--- src/rtl/stq_forward_scheduler.sv ---
// Store-to-load forwarding age search shared by two load pipes: round-robin
// arbitration, two-stage age-masked priority select, single tagged response port.
module stq_forward_scheduler #(
  parameter int unsigned STQ_ENTRIES = 32,
  parameter int unsigned IDX_W       = 5,
  parameter int unsigned TAG_W       = 4
) (
  input  logic                   clock,
  input  logic                   reset,
  input  logic                   io_stq_enq,
  input  logic                   io_stq_flush,
  input  logic                   io_req_0_valid,
  output logic                   io_req_0_ready,
  input  logic [STQ_ENTRIES-1:0] io_req_0_bits_addr_matches,
  input  logic [TAG_W-1:0]       io_req_0_bits_tag,
  input  logic                   io_req_1_valid,
  output logic                   io_req_1_ready,
  input  logic [STQ_ENTRIES-1:0] io_req_1_bits_addr_matches,
  input  logic [TAG_W-1:0]       io_req_1_bits_tag,
  output logic                   io_resp_valid,
  input  logic                   io_resp_ready,
  output logic [TAG_W-1:0]       io_resp_bits_tag,
  output logic                   io_resp_bits_src,
  output logic                   io_resp_bits_hit,
  output logic [IDX_W-1:0]       io_resp_bits_forwarding_idx,
  output logic [IDX_W-1:0]       io_tail_idx,
  output logic                   io_busy
);

  function automatic logic [IDX_W-1:0] highest_set(input logic [STQ_ENTRIES-1:0] v);
    logic [IDX_W-1:0] r;
    r = '0;
    for (int i = 0; i < int'(STQ_ENTRIES); i++) begin
      if (v[i]) r = IDX_W'(i);
    end
    return r;
  endfunction

  logic [IDX_W-1:0]       tail_q, tail_d;
  logic                   rr_q, rr_d;
  logic                   s1_valid_q, s1_valid_d;
  logic [STQ_ENTRIES-1:0] s1_matches_q, s1_matches_d;
  logic [TAG_W-1:0]       s1_tag_q, s1_tag_d;
  logic                   s1_src_q, s1_src_d;
  logic [IDX_W-1:0]       s1_y_q, s1_y_d;
  logic                   s2_valid_q, s2_valid_d;
  logic [TAG_W-1:0]       s2_tag_q, s2_tag_d;
  logic                   s2_src_q, s2_src_d;
  logic                   s2_hit_q, s2_hit_d;
  logic [IDX_W-1:0]       s2_idx_q, s2_idx_d;

  logic                   s1_adv, can_accept, win0, win1, accept;
  logic [STQ_ENTRIES-1:0] lo_mask, older;

  // Arbitration and accept; readies are held low while reset is asserted.
  always_comb begin
    s1_adv     = s1_valid_q && (!s2_valid_q || io_resp_ready);
    can_accept = reset && !io_stq_flush && (!s1_valid_q || s1_adv);
    win1       = io_req_1_valid && (!io_req_0_valid || rr_q);
    win0       = io_req_0_valid && !win1;
    accept     = can_accept && (win0 || win1);
  end

  assign io_req_0_ready = can_accept && win0;
  assign io_req_1_ready = can_accept && win1;

  // Entries strictly below the snapshotted tail are older; y=0 gives an empty mask.
  always_comb begin
    lo_mask = (STQ_ENTRIES'(1) << s1_y_q) - STQ_ENTRIES'(1);
    older   = s1_matches_q & lo_mask;
  end

  always_comb begin
    tail_d       = tail_q;
    rr_d         = rr_q;
    s1_valid_d   = s1_valid_q;
    s1_matches_d = s1_matches_q;
    s1_tag_d     = s1_tag_q;
    s1_src_d     = s1_src_q;
    s1_y_d       = s1_y_q;
    s2_valid_d   = s2_valid_q;
    s2_tag_d     = s2_tag_q;
    s2_src_d     = s2_src_q;
    s2_hit_d     = s2_hit_q;
    s2_idx_d     = s2_idx_q;

    if (io_stq_enq) tail_d = tail_q + IDX_W'(1);

    if (s1_adv) begin
      s2_valid_d = 1'b1;
      s2_tag_d   = s1_tag_q;
      s2_src_d   = s1_src_q;
      s2_hit_d   = |s1_matches_q;
      s2_idx_d   = (|older) ? highest_set(older) : highest_set(s1_matches_q);
    end else if (s2_valid_q && io_resp_ready) begin
      s2_valid_d = 1'b0;
    end

    if (accept) begin
      s1_valid_d   = 1'b1;
      s1_matches_d = win1 ? io_req_1_bits_addr_matches : io_req_0_bits_addr_matches;
      s1_tag_d     = win1 ? io_req_1_bits_tag : io_req_0_bits_tag;
      s1_src_d     = win1;
      s1_y_d       = tail_q;
      rr_d         = ~win1;
    end else if (s1_adv) begin
      s1_valid_d = 1'b0;
    end

    // Flush kills both stages and drops any pending response.
    if (io_stq_flush) begin
      tail_d     = '0;
      s1_valid_d = 1'b0;
      s2_valid_d = 1'b0;
    end
  end

  always_ff @(posedge clock or negedge reset) begin
    if (!reset) begin
      tail_q       <= '0;
      rr_q         <= 1'b0;
      s1_valid_q   <= 1'b0;
      s1_matches_q <= '0;
      s1_tag_q     <= '0;
      s1_src_q     <= 1'b0;
      s1_y_q       <= '0;
      s2_valid_q   <= 1'b0;
      s2_tag_q     <= '0;
      s2_src_q     <= 1'b0;
      s2_hit_q     <= 1'b0;
      s2_idx_q     <= '0;
    end else begin
      tail_q       <= tail_d;
      rr_q         <= rr_d;
      s1_valid_q   <= s1_valid_d;
      s1_matches_q <= s1_matches_d;
      s1_tag_q     <= s1_tag_d;
      s1_src_q     <= s1_src_d;
      s1_y_q       <= s1_y_d;
      s2_valid_q   <= s2_valid_d;
      s2_tag_q     <= s2_tag_d;
      s2_src_q     <= s2_src_d;
      s2_hit_q     <= s2_hit_d;
      s2_idx_q     <= s2_idx_d;
    end
  end

  assign io_resp_valid               = s2_valid_q;
  assign io_resp_bits_tag            = s2_tag_q;
  assign io_resp_bits_src            = s2_src_q;
  assign io_resp_bits_hit            = s2_hit_q;
  assign io_resp_bits_forwarding_idx = s2_idx_q;
  assign io_tail_idx                 = tail_q;
  assign io_busy                     = s1_valid_q || s2_valid_q;

endmodule

--- config.mk ---
export PLATFORM = sky130hd
export DESIGN_NAME = stq_forward_scheduler
export DESIGN_NICKNAME = d
export VERILOG_FILES = /design/src/rtl/stq_forward_scheduler.sv
export SDC_FILE = /design/constraint.sdc
export NUM_CORES = 1
export LEC_CHECK = 0
export BUFFER_PORTS_ARGS = -buffer_cell sky130_fd_sc_hd__buf_2
export CORE_MARGIN = 2
export CORE_UTILIZATION = 45
export CTS_BUF_LIST = sky130_fd_sc_hd__clkbuf_16
export DETAILED_ROUTE_END_ITERATION = 6
export PLACE_DENSITY = 0.78
export SLEW_MARGIN = 30
export SYNTH_ARGS = -nofsm -noshare
export SYNTH_HDL_FRONTEND = slang
export SYNTH_SLANG_ARGS = --single-unit
--- constraint.sdc ---
create_clock -name clock -period 3.85 [get_ports clock]
set_clock_uncertainty 0.15 [all_clocks]
set_input_delay 0.385 -clock clock [delete_from_list [all_inputs] [get_ports clock]]
set_output_delay 0.385 -clock clock [all_outputs]
set_load 0.01 [all_outputs]
==> key figures, run 1 <==
Outcome
  • Status: complete, but fails checks
  • Failing checks: design-rule violations

Timing
  • Fin crit share: 90.03%
  • Worst hold margin: 0.1331 ns
  • Worst Slack Setup Final: 0.3840 ns
  • Tmin final: 3.466 ns
  • Setup TNS: 0 ns
  • Worst slew pin tran: 0.7490 ns
  • RSZ-0062 raised after global routing: no
  • Slew Limit Fails: 0
  • Max transition margin: 49.88%
  • Fmax: 0.2885 GHz
  • Final Hold Fails: 0
  • Final setup fails: 0

Die
  • Die area: 9897 um2
  • Die Width: 99.49 um
  • Die Y: 99.49 um
  • Total core area: 8763 um2
  • Std cell rows: 34
  • Initial Util: 46.82%
  • Top Ports: 99

Critical path
  • Reg2reg end: io_resp_bits_forwarding_idx[1]$_DFFE_PN0P_
  • Critical Path Sink Type: flip-flop
  • Crit path launch type: flip-flop
  • R2r setup slk: 0.38 ns
  • CP Max Fanout: 17
  • Req. time, crit path: 3.90 ns
  • Reg2Reg Depth: 12
  • Worst R2R Start: s1_y_q[3]$_DFFE_PN0P_
  • CP arrival: 3.51 ns
  • WS Path Type: flip-flop to flip-flop

Layout
  • Cell area after layout: 4947 um2
  • Layout cells sized above 1: 27.75%
  • Final net count: 649
  • Diodes inserted: 0
  • Filler Cells Inserted: 804
  • Syn-to-layout area delta: 20.59%
  • Util after Layout: 56.45%

Clock network
  • Worst-Skew Late Latency: 0.33 ns
  • Clk buf depth: 2
  • CTS tree: built
  • CTS Root Cell: clkbuf_16
  • Hold buffer count at cts: 0
  • CTS Buf Count: 9
  • H-Tree Depth: 3
  • CTS sink count: 61
  • CTS resizes: 0
  • CTS clock-pin slew for the worst setup and hold paths: 0.06 ns
  • Post-CTS Setup Repair Bufs: 0

Min path
  • Worst Hold Class: primary input to flip-flop
  • Min-delay src: io_req_1_bits_tag[1]
  • Hold endpoint: s1_tag_q[1]$_DFFE_PN0P_
  • Cell depth of the worst hold path: 3

Global route
  • Largest net degree at the start of global routing: 62
  • Grt ovf: 0
  • Total Routing Usage GR: 24.72%
  • Vias in the first global route: 3863
  • First-pass GRT wire length: 19460 um
  • Initial antenna violation count: 0

Placement
  • Dpl cell area: 4667 um2
  • Buffers on Ports: 98
  • Post-placement setup slack: 0.2909 ns
  • Gpl congestion: 0.9486
  • Post-DP HPWL: 8899 um

Logic synthesis
  • Most used standard cell by instance count after synthesis: dfrtp_1
  • Post-Syn Nets: 556
  • Synthesized flop and latch total: 61
  • Yosys cell types: 72
  • Post-Syn Instances: 475
  • Area leader, netlist: dfrtp_1
  • Synth top area cells: dfrtp_1, a222oi_1, nand2_1
  • Ys Warns: 0
  • Average size of a mapped cell: 8.637 um2
  • Post-synth EDFFs: 0
  • FFs w/ async S/R, synth: 100.0%
  • Mapped cell area: 4103 um2
  • Prevailing post-synth register cell: dfrtp_1
  • Top post-synthesis cells by count: dfrtp_1, nand2_1, inv_1
  • Seq/Total Area, Yosys: 37.21%
  • Synth top area share: 37.21%

Drt
  • Routed Antenna Nets: 0
  • Vias: 4197
  • DR pass1 iterations: 7
  • Final wirelength: 11930 um
  • Vias per cell: 6.163
  • Wire per inst: 17.52 um
  • DRT iter0 DRCs: 469
  • Drc violations: 11

Power
  • LEAKAGE: 2.509 nW
  • Power density over cell area: 498.6 nW/um2
  • Peak supply drop: 0.2499 mV

Flow run
  • Max-cap violations: 0
-- power by group --
| group | switching (mW) | internal [mW] | leakage, nW |
|---|---|---|---|
| clock network | 0.308 | 0.438 | 0.137 |
| registers | 0.163 | 0.760 | 0.777 |
| logic | 0.441 | 0.356 | 1.60 |
| total | 0.912 | 1.55 | 2.51 |
-- critical path, cell delays in order, from the launching register on --
cell and delay [ns]:
dfrtp_1 0.47, nor3_2 0.28, nand2_1 0.13, ha_2 0.31, buf_4 0.20, or4bb_1 0.49
a211oi_2 0.24, o21ai_1 0.13, and3_4 0.21, nand4_2 0.11, nor3_4 0.08, a2111oi_0 0.43
nor2_1 0.10
-- logic make-up (layout without fill, tap and decap cells) --
family,after synthesis,count (layout),synth area share [%]
AO/OA/AOI/OAI,151,151,28.12
XOR/XNOR,5,5,1.068
adder cells (fa/ha/maj),2,2,0.6098
buffers and inverters,73,171,8.326
flip-flops,61,61,37.21
multiplexers,11,11,2.836
AND/OR/NAND/NOR,172,172,21.84
-- cell type report --
class	count	area [um2]	area share, %
flip-flops and latches	61	1526	30.85
well taps	108	135.1	2.731
multi-input cells	341	2252	45.52
repair buffers	112	595.6	12.04
inverters	43	161.4	3.263
clock inverters	7	51.30	1.037
clock buffers	9	225.2	4.552
-- placed cells by master, fill, tap and decap left out, drive strengths merged, types with 5 or more instances in the layout --
| cell type | n |
|---|---|
| nand2b | 5 |
| nor4 | 11 |
| nand3 | 7 |
| a2111oi | 5 |
| nor3 | 15 |
| buf | 112 |
| dfrtp | 61 |
| o31ai | 5 |
| a211oi | 9 |
| o22ai | 5 |
| mux2i | 6 |
| nand2 | 58 |
| inv | 44 |
| a21boi | 6 |
| nor2b | 9 |
| clkbuf | 9 |
| and2 | 5 |
| o21a | 6 |
| a222oi | 31 |
| mux2 | 5 |
| and3 | 7 |
| o21ai | 37 |
| a21oi | 21 |
| clkinv | 5 |
| nor2 | 35 |
-- worst max-delay path by stage --
stage                     cells past startpoint                                          to  slack, ns                  start
after floorplan                              14  io_resp_bits_forwarding_idx[2]$_DFFE_PN0P_       0.79  s1_y_q[3]$_DFFE_PN0P_
after global placement                       12  io_resp_bits_forwarding_idx[1]$_DFFE_PN0P_       0.42  s1_y_q[3]$_DFFE_PN0P_
after CTS                                    12  io_resp_bits_forwarding_idx[1]$_DFFE_PN0P_       0.27  s1_y_q[1]$_DFFE_PN0P_
after detailed placement                     12  io_resp_bits_forwarding_idx[1]$_DFFE_PN0P_       0.29  s1_y_q[3]$_DFFE_PN0P_
final                                        12  io_resp_bits_forwarding_idx[1]$_DFFE_PN0P_       0.38  s1_y_q[3]$_DFFE_PN0P_
after global routing                         12  io_resp_bits_forwarding_idx[2]$_DFFE_PN0P_       0.16  s1_y_q[3]$_DFFE_PN0P_
-- metal layers --
layer  up-vias  global-route usage, %  wire [um]
li1       1970                      -          -
met1      2011                  35.20       5352
met2       189                  38.20       5609
met3        27                  4.216        708
met4         0                  8.641        260
met5         -                      0          0
-- sequential cells by signal, indices dropped and copies added, names as in the netlist --
signal,cells
s1_matches_q,32
rr_q,1
s1_src_q,1
s1_tag_q,4
s1_y_q,5
io_resp_bits_hit,1
io_resp_valid,1
s1_valid_q,1
io_resp_bits_tag,4
io_resp_bits_forwarding_idx,5
io_tail_idx,5
io_resp_bits_src,1
-- per-stage QoR --
step           instances  power, mW
4_1_cts              681      2.463
5_1_grt              681      2.608
3_3_place_gp         665      1.701
3_5_place_dp         665      1.708
6_report             681      2.467
2_1_floorplan        475      1.429
Note: power is estimated with default switching activity, not from simulation.
==> run 2: changes to the inputs <==
- clock period: 3.85 -> 3.6 ns (I/O delays scaled with it)
==> run 2 against run 1 <==
The flow still finishes with violations (design-rule violations). Cell count is 0.44% higher. Sequential share of layout area is 0.15 points lower. Via count down 2.3%. Critical path depth unchanged. Critical path type unchanged. Critical endpoint is now io_resp_bits_forwarding_idx[2]$_DFFE_PN0P_.
==> key figures, run 2 (synthesis gave the netlist of run 1 again) <==
Clock network
  • CTS Root Cell: clkbuf_16
  • Worst-Skew Late Latency: 0.33 ns (about the same)
  • CTS tree: built
  • H-Tree Depth: 3 (unchanged)
  • CTS sink count: 61 (unchanged)
  • Hold buffer count at cts: 0 (unchanged)
  • Clk buf depth: 2 (unchanged)
  • Post-CTS Setup Repair Bufs: 0 (unchanged)
  • CTS clock-pin slew for the worst setup and hold paths: 0.06 ns (about the same)
  • CTS Buf Count: 9 (unchanged)
  • CTS resizes: 0 (unchanged)

Critical path
  • Crit path max-delay family: simple AND/OR/NAND/NOR gates
  • CP arrival: 3.43 ns (-0.08 ns)
  • Reg2reg end: io_resp_bits_forwarding_idx[2]$_DFFE_PN0P_
  • Req. time, crit path: 3.64 ns (-0.26 ns)
  • Slowest cell on crit path: dfrtp_2
  • R2r setup slk: 0.21 ns (-0.17 ns)
  • Critical path, cell by cell: nor3_4 > nand2_1 > ha_2 > and4_1 > a41o_1 > a31o_1 > buf_4 > a2111oi_4 > nand4b_2 > nor3_4 > and4_1 > o31ai_1
  • Critical Path Sink Type: flip-flop
  • Buf/Inv on CP: 1 (unchanged)
  • CP startpoint: s1_y_q[2]$_DFFE_PN0P_
  • Worst R2R Start: s1_y_q[2]$_DFFE_PN0P_
  • CP Max Fanout: 17 (unchanged)
  • Largest stage delay, worst path: 0.48 ns (about the same)
  • Crit path launch type: flip-flop
  • Reg2Reg Depth: 12 (unchanged)
  • WS Path Type: flip-flop to flip-flop

Drt
  • Drc violations: 9 (-2)
  • Vias: 4099 (-2.3%)
  • DRT iter0 DRCs: 430 (-8.3%)
  • Wire per inst: 17.44 um (-0.45%)
  • Vias per cell: 5.993 (-2.8%)
  • Routed Antenna Nets: 0 (unchanged)
  • DR pass1 iterations: 7 (unchanged)
  • Final wirelength: 11930 um (about the same)

Layout
  • Final net count: 652 (+0.46%)
  • Filler Cells Inserted: 784 (-2.5%)
  • Cell area after layout: 4976 um2 (+0.58%)
  • Commonest non-fill, non-tap cell in the layout: buf_2
  • Layout cells sized above 1: 28.30% (+0.55 points)
  • Diodes inserted: 0 (unchanged)
  • Largest register FFs: 32 (unchanged)
  • Syn-to-layout area delta: 21.29%
  • Util after Layout: 56.78% (+0.33 points)
  • Most frequent cells in the layout: buf_2, dfrtp_1, nand2_1
  • Reg with most FFs: s1_matches_q

Die
  • Std cell rows: 34 (unchanged)
  • Total core area: 8763 um2 (unchanged)
  • Die area: 9897 um2 (unchanged)
  • Die Y: 99.49 um (unchanged)
  • Initial Util: 46.82% (unchanged)
  • Die Width: 99.49 um (unchanged)
  • Top Ports: 99 (unchanged)

Timing
  • Fmax: 0.2951 GHz (+2.3%)
  • Worst slew pin tran: 0.8614 ns (+0.1124 ns)
  • Worst Slack Setup Final: 0.2111 ns (-0.1729 ns)
  • Worst hold margin: 0.1093 ns (-0.02383 ns)
  • Tmin final: 3.389 ns (-0.07708 ns)
  • Setup TNS: 0 ns (unchanged)
  • RSZ-0062 raised after global routing: no
  • Slew Limit Fails: 0 (unchanged)
  • Max transition margin: 42.35% (-7.5 points)
  • Final Hold Fails: 0 (unchanged)
  • Final setup fails: 0 (unchanged)
  • Fin crit share: 94.14% (+4.1 points)

Outcome
  • Failing checks: design-rule violations
  • Status: complete, but fails checks

Global route
  • Vias in the first global route: 3851 (-0.31%)
  • Initial antenna violation count: 0 (unchanged)
  • First-pass GRT wire length: 19780 um (+1.6%)
  • Largest net degree at the start of global routing: 62 (unchanged)
  • Total Routing Usage GR: 24.85% (+0.12 points)
  • Grt ovf: 0 (unchanged)

Placement
  • Post-placement setup slack: 0.1095 ns (-0.1814 ns)
  • Dpl cell area: 4690 um2 (+0.48%)
  • Gpl congestion: 0.9164 (-3.4%)
  • Post-DP HPWL: 9016 um (+1.3%)
  • Buffers on Ports: 98 (unchanged)

Power
  • Power density over cell area: 532.7 nW/um2 (+6.9%)
  • Peak supply drop: 0.2569 mV (+2.8%)
  • LEAKAGE: 2.530 nW (+0.81%)

Min path
  • Worst Hold Class: primary input to async pin

Flow run
  • Max-cap violations: 0 (unchanged)
==> run 2: worst max-delay path by stage <==
stage	to	slack [ns]	depth (start not counted)
2_1_floorplan	io_resp_bits_forwarding_idx[2]$_DFFE_PN0P_	0.54	14
3_3_place_gp	io_resp_bits_forwarding_idx[1]$_DFFE_PN0P_	0.20	11
3_5_place_dp	io_resp_bits_forwarding_idx[2]$_DFFE_PN0P_	0.11	12
4_1_cts	io_resp_bits_forwarding_idx[2]$_DFFE_PN0P_	0.05	12
5_1_grt	io_resp_bits_forwarding_idx[2]$_DFFE_PN0P_	0.02	12
6_report	io_resp_bits_forwarding_idx[2]$_DFFE_PN0P_	0.21	12
==> run 2: area by class of cell <==
cell class | count | area (um2) | share of cell area [%]
multi-input combinational | 341 | 2258 | 45.39
sequential | 61 | 1528 | 30.70
timing repair buffer | 115 | 618.1 | 12.42
clock buffer | 9 | 225.2 | 4.526
inverter | 43 | 161.4 | 3.244
tap | 108 | 135.1 | 2.716
clock inverter | 7 | 50.05 | 1.006
==> run 2: where the power goes <==
group	switching (mW)	total (mW)	internal, mW
Sequential	0.173	0.986	0.813
Combinational	0.476	0.865	0.389
Clock	0.333	0.800	0.467
==> run 2: through the flow <==
stage / total power [mW] / instances
detailed placement: 1.841 / 668
CTS: 2.644 / 684
finish: 2.651 / 684
floorplan: 1.529 / 475
global route: 2.812 / 684
global placement: 1.824 / 668
==> run 2: metal layers <==
| metal | global-route usage [%] | part of all wire [%] |
|---|---|---|
| met1 | 35.70 | 46 |
| met2 | 38.46 | 45 |
| met5 | 0 | 0 |
| met3 | 4.216 | 6.5 |
| met4 | 7.798 | 2.5 |
==> run 3: changes to the inputs <==
- ABC_AREA: not set -> 1
- CTS_BUF_LIST: sky130_fd_sc_hd__clkbuf_16 -> sky130_fd_sc_hd__clkbuf_8
==> run 3 against run 2 <==
The run now ends clean. Largest power group unchanged. Non-clock buffer count fell by 9. Register-to-register slack improved by 0.13 ns. Cell area down 1.2%.
==> key figures, run 3 <==
Logic synthesis
  • FFs w/ async S/R, synth: 100.0% (unchanged)
  • Synthesized flop and latch total: 61 (unchanged)
  • Most used standard cell by instance count after synthesis: nand2_1
  • Yosys cell types: 41 (-43%)
  • Ys Warns: 0 (unchanged)
  • Synth top area cells: dfrtp_1, nand2_1, nor2_1
  • Post-Syn Nets: 688 (+24%)
  • Area leader, netlist: dfrtp_1
  • Prevailing post-synth register cell: dfrtp_1
  • Average size of a mapped cell: 6.745 um2 (-22%)
  • Top post-synthesis cells by count: nand2_1, nor2_1, inv_1
  • Seq/Total Area, Yosys: 37.29% (+0.080 points)
  • Post-Syn Instances: 607 (+28%)
  • Synth top area share: 37.29% (+0.080 points)
  • Mapped cell area: 4094 um2 (-0.21%)
  • Post-synth EDFFs: 0 (unchanged)

Clock network
  • CTS clock-pin slew for the worst setup and hold paths: 0.08 ns (+0.02 ns)
  • Worst-Skew Late Latency: 0.36 ns (+0.03 ns)
  • CTS Buf Count: 9 (unchanged)
  • H-Tree Depth: 3 (unchanged)
  • Hold buffer count at cts: 0 (unchanged)
  • CTS tree: built
  • Clk buf depth: 2 (unchanged)
  • CTS Root Cell: clkbuf_8
  • CTS sink count: 61 (unchanged)

Die
  • Die Y: 99.38 um (-0.11%)
  • Die Width: 99.38 um (-0.11%)
  • Die area: 9876 um2 (-0.21%)
  • Total core area: 8763 um2 (unchanged)
  • Top Ports: 99 (unchanged)
  • Initial Util: 46.72% (-0.10 points)
  • Std cell rows: 34 (unchanged)

Power
  • Int Pwr: 1.390 mW (-17%)
  • Combinational share of power: 35.8% (+3.2 points)
  • Peak supply drop: 0.1983 mV (-23%)
  • Part of the power in registers: 40.2% (+3.0 points)
  • Power density over cell area: 470.8 nW/um2 (-12%)
  • Switching Fraction: 39.95% (+2.9 points)
  • Total power: 2.315 mW (-13%)
  • LEAKAGE: 2.481 nW (-1.9%)
  • Switch Pwr: 0.9249 mW (-5.8%)
  • Clock Power Share: 24.1% (-6.1 points)

Critical path
  • Reg2reg end: io_resp_bits_forwarding_idx[0]$_DFFE_PN0P_
  • CP Max Fanout: 10 (-7)
  • WS Path Type: flip-flop to flip-flop
  • CP arrival: 3.35 ns (-0.08 ns)
  • Reg2Reg Depth: 24 (+12)
  • Crit path launch type: flip-flop
  • Critical Path Sink Type: flip-flop
  • R2r setup slk: 0.35 ns (+0.13 ns)
  • Worst R2R Start: s1_y_q[2]$_DFFE_PN0P_
  • Req. time, crit path: 3.69 ns (+0.05 ns)
  • Slowest cell on crit path: dfrtp_2
  • Largest stage delay, worst path: 0.49 ns (about the same)
  • Critical path, cell by cell: inv_2 > nand3_1 > ha_1 > nand2_4 > nor2_4 > nand2_2 > nor2_2 > inv_2 > nor3_4 > nand2_2 > nor2_2 > inv_2 > nor2_4 > nand2_2 > o21ai_2 > nand2_2 > nor2_4 > nand3_2 > inv_2 > nand2_4 > nor2_1 > a21oi_1 > nand2_1 > nand2_1

Global route
  • Vias in the first global route: 4206 (+9.2%)
  • Initial antenna violation count: 0 (unchanged)
  • Grt ovf: 0 (unchanged)
  • First-pass GRT wire length: 19000 um (-3.9%)
  • Largest net degree at the start of global routing: 62 (unchanged)
  • Total Routing Usage GR: 23.61% (-1.2 points)

Drt
  • Drc violations: 0 (-9)
  • WL met3: 566 um (-26%)
  • Final wirelength: 11160 um (-6.4%)
  • Wire per inst: 13.56 um (-22%)
  • Vias per cell: 5.089 (-15%)
  • DR pass1 iterations: 4 (-3)
  • DRT iter0 DRCs: 203 (-53%)
  • Vias: 4188 (+2.2%)
  • WL met1: 5322 um (-2.2%)
  • Routed Antenna Nets: 0 (unchanged)
  • Met2 WL: 5103 um (-5.7%)
  • Max layer used: met4

Min path
  • Worst Hold Class: primary input to async pin

Timing
  • Tmin final: 3.254 ns (-0.1349 ns)
  • Fin crit share: 90.39% (-3.7 points)
  • Fmax: 0.3073 GHz (+4.1%)
  • Slew Limit Fails: 0 (unchanged)
  • Worst slew pin tran: 0.7849 ns (-0.07656 ns)
  • Setup TNS: 0 ns (unchanged)
  • Final Hold Fails: 0 (unchanged)
  • Max transition margin: 47.67% (+5.3 points)
  • Final setup fails: 0 (unchanged)

Layout
  • Register Area: 1529 um2 (about the same)
  • Final net count: 791 (+21%)
  • Commonest non-fill, non-tap cell in the layout: nand2_1
  • Reg with most FFs: s1_matches_q
  • Most frequent cells in the layout: nand2_1, buf_2, nor2_1
  • Layout cells sized above 1: 24.20% (-4.1 points)
  • Syn-to-layout area delta: 20.11%
  • Largest register FFs: 32 (unchanged)
  • Diodes inserted: 0 (unchanged)
  • Filler Cells Inserted: 877 (+12%)
  • Multi-input logic area: 2216 um2 (-1.9%)

Placement
  • Buffers on Ports: 98 (unchanged)
  • Post-DP HPWL: 8433 um (-6.5%)
  • Gpl congestion: 0.9076 (-0.96%)

Outcome
  • Status: complete, no violations

Flow run
  • Max-cap violations: 0 (unchanged)
==> run 3: stage by stage <==
| step | util (%) | worst slack, ns | area (um2) | cells | hold WS (ns) |
|---|---|---|---|---|---|
| 2_1_floorplan | - | 0.6736 | 4094 | 607 | -0.08559 |
| 3_3_place_gp | 53.64 | 0.2839 | 4701 | 804 | 0.3064 |
| 6_report | 56.11 | 0.3461 | 4917 | 823 | 0.03736 |
| 3_5_place_dp | 53.64 | 0.2511 | 4701 | 804 | 0.3193 |
| 4_1_cts | 55.63 | 0.2361 | 4875 | 820 | 0.04919 |
| 5_1_grt | 56.11 | -0.005468 | 4917 | 823 | 0.06085 |
==> run 3: routing by layer <==
layer  up-vias  GRT usage, %
met2       110         38.72
met1      1895         31.43
met3        12         4.006
met5         -             0
li1       2171             -
met4         0         8.746
==> run 3: how the worst max path moves through the flow <==
| stage | from | endpoint | slack (ns) | cells past startpoint |
|---|---|---|---|---|
| 4_1_cts | s1_y_q[2]$_DFFE_PN0P_ | io_resp_bits_forwarding_idx[0]$_DFFE_PN0P_ | 0.24 | 24 |
| 3_3_place_gp | s1_y_q[2]$_DFFE_PN0P_ | io_resp_bits_forwarding_idx[0]$_DFFE_PN0P_ | 0.28 | 24 |
| 2_1_floorplan | s1_y_q[4]$_DFFE_PN0P_ | io_resp_bits_forwarding_idx[0]$_DFFE_PN0P_ | 0.67 | 37 |
| 5_1_grt | s1_y_q[0]$_DFFE_PN0P_ | io_resp_bits_forwarding_idx[0]$_DFFE_PN0P_ | -0.005 | 29 |
| 3_5_place_dp | s1_y_q[2]$_DFFE_PN0P_ | io_resp_bits_forwarding_idx[0]$_DFFE_PN0P_ | 0.25 | 24 |
| 6_report | s1_y_q[2]$_DFFE_PN0P_ | io_resp_bits_forwarding_idx[0]$_DFFE_PN0P_ | 0.35 | 24 |
==> run 3: area by class of cell <==
class / count / share of cell area [%]
clock buffers: 9 / 2.519
clock inverters: 7 / 1.018
inverters: 83 / 6.361
multi-input cells: 449 / 45.06
flip-flops and latches: 61 / 31.09
well taps: 108 / 2.748
repair buffers: 106 / 11.20
==> run 3: repair_timing <==
item | in CTS | in global routing
endpoints found under the setup margin | 0 | 5
setup buffers | 0 | 3
gates resized for setup | 0 | 6
==> run 3: logic make-up (layout without fill, tap and decap cells) <==
logic type                 Yosys count  count (layout)  share of synthesized area, %
and+or+nand+nor                    341             341                         36.34
adders and majority gates            2               2                        0.6111
DFF                                 61              61                         37.29
AOI/OAI and AO/OA                  106             106                         16.63
buffers and inverters               97             205                         9.138
==> run 3: power by group through the flow <==
stage / logic (mW) / clock network [mW] / registers [mW]
4_1_cts: 0.829 / 0.565 / 0.926
3_5_place_dp: 0.827 / 0 / 0.935
2_1_floorplan: 0.564 / 0 / 0.929
6_report: 0.828 / 0.557 / 0.930
5_1_grt: 0.945 / 0.593 / 0.949
3_3_place_gp: 0.816 / 0 / 0.934
==> run 3: critical path, delay by kind of cell (launching register included) <==
family,cells,cell delay (ns)
AO/OA/AOI/OAI,2,0.22
adder cells (fa/ha/maj),1,0.25
buffers and inverters,4,0.35
flip-flops,1,0.49
AND/OR/NAND/NOR,17,1.66
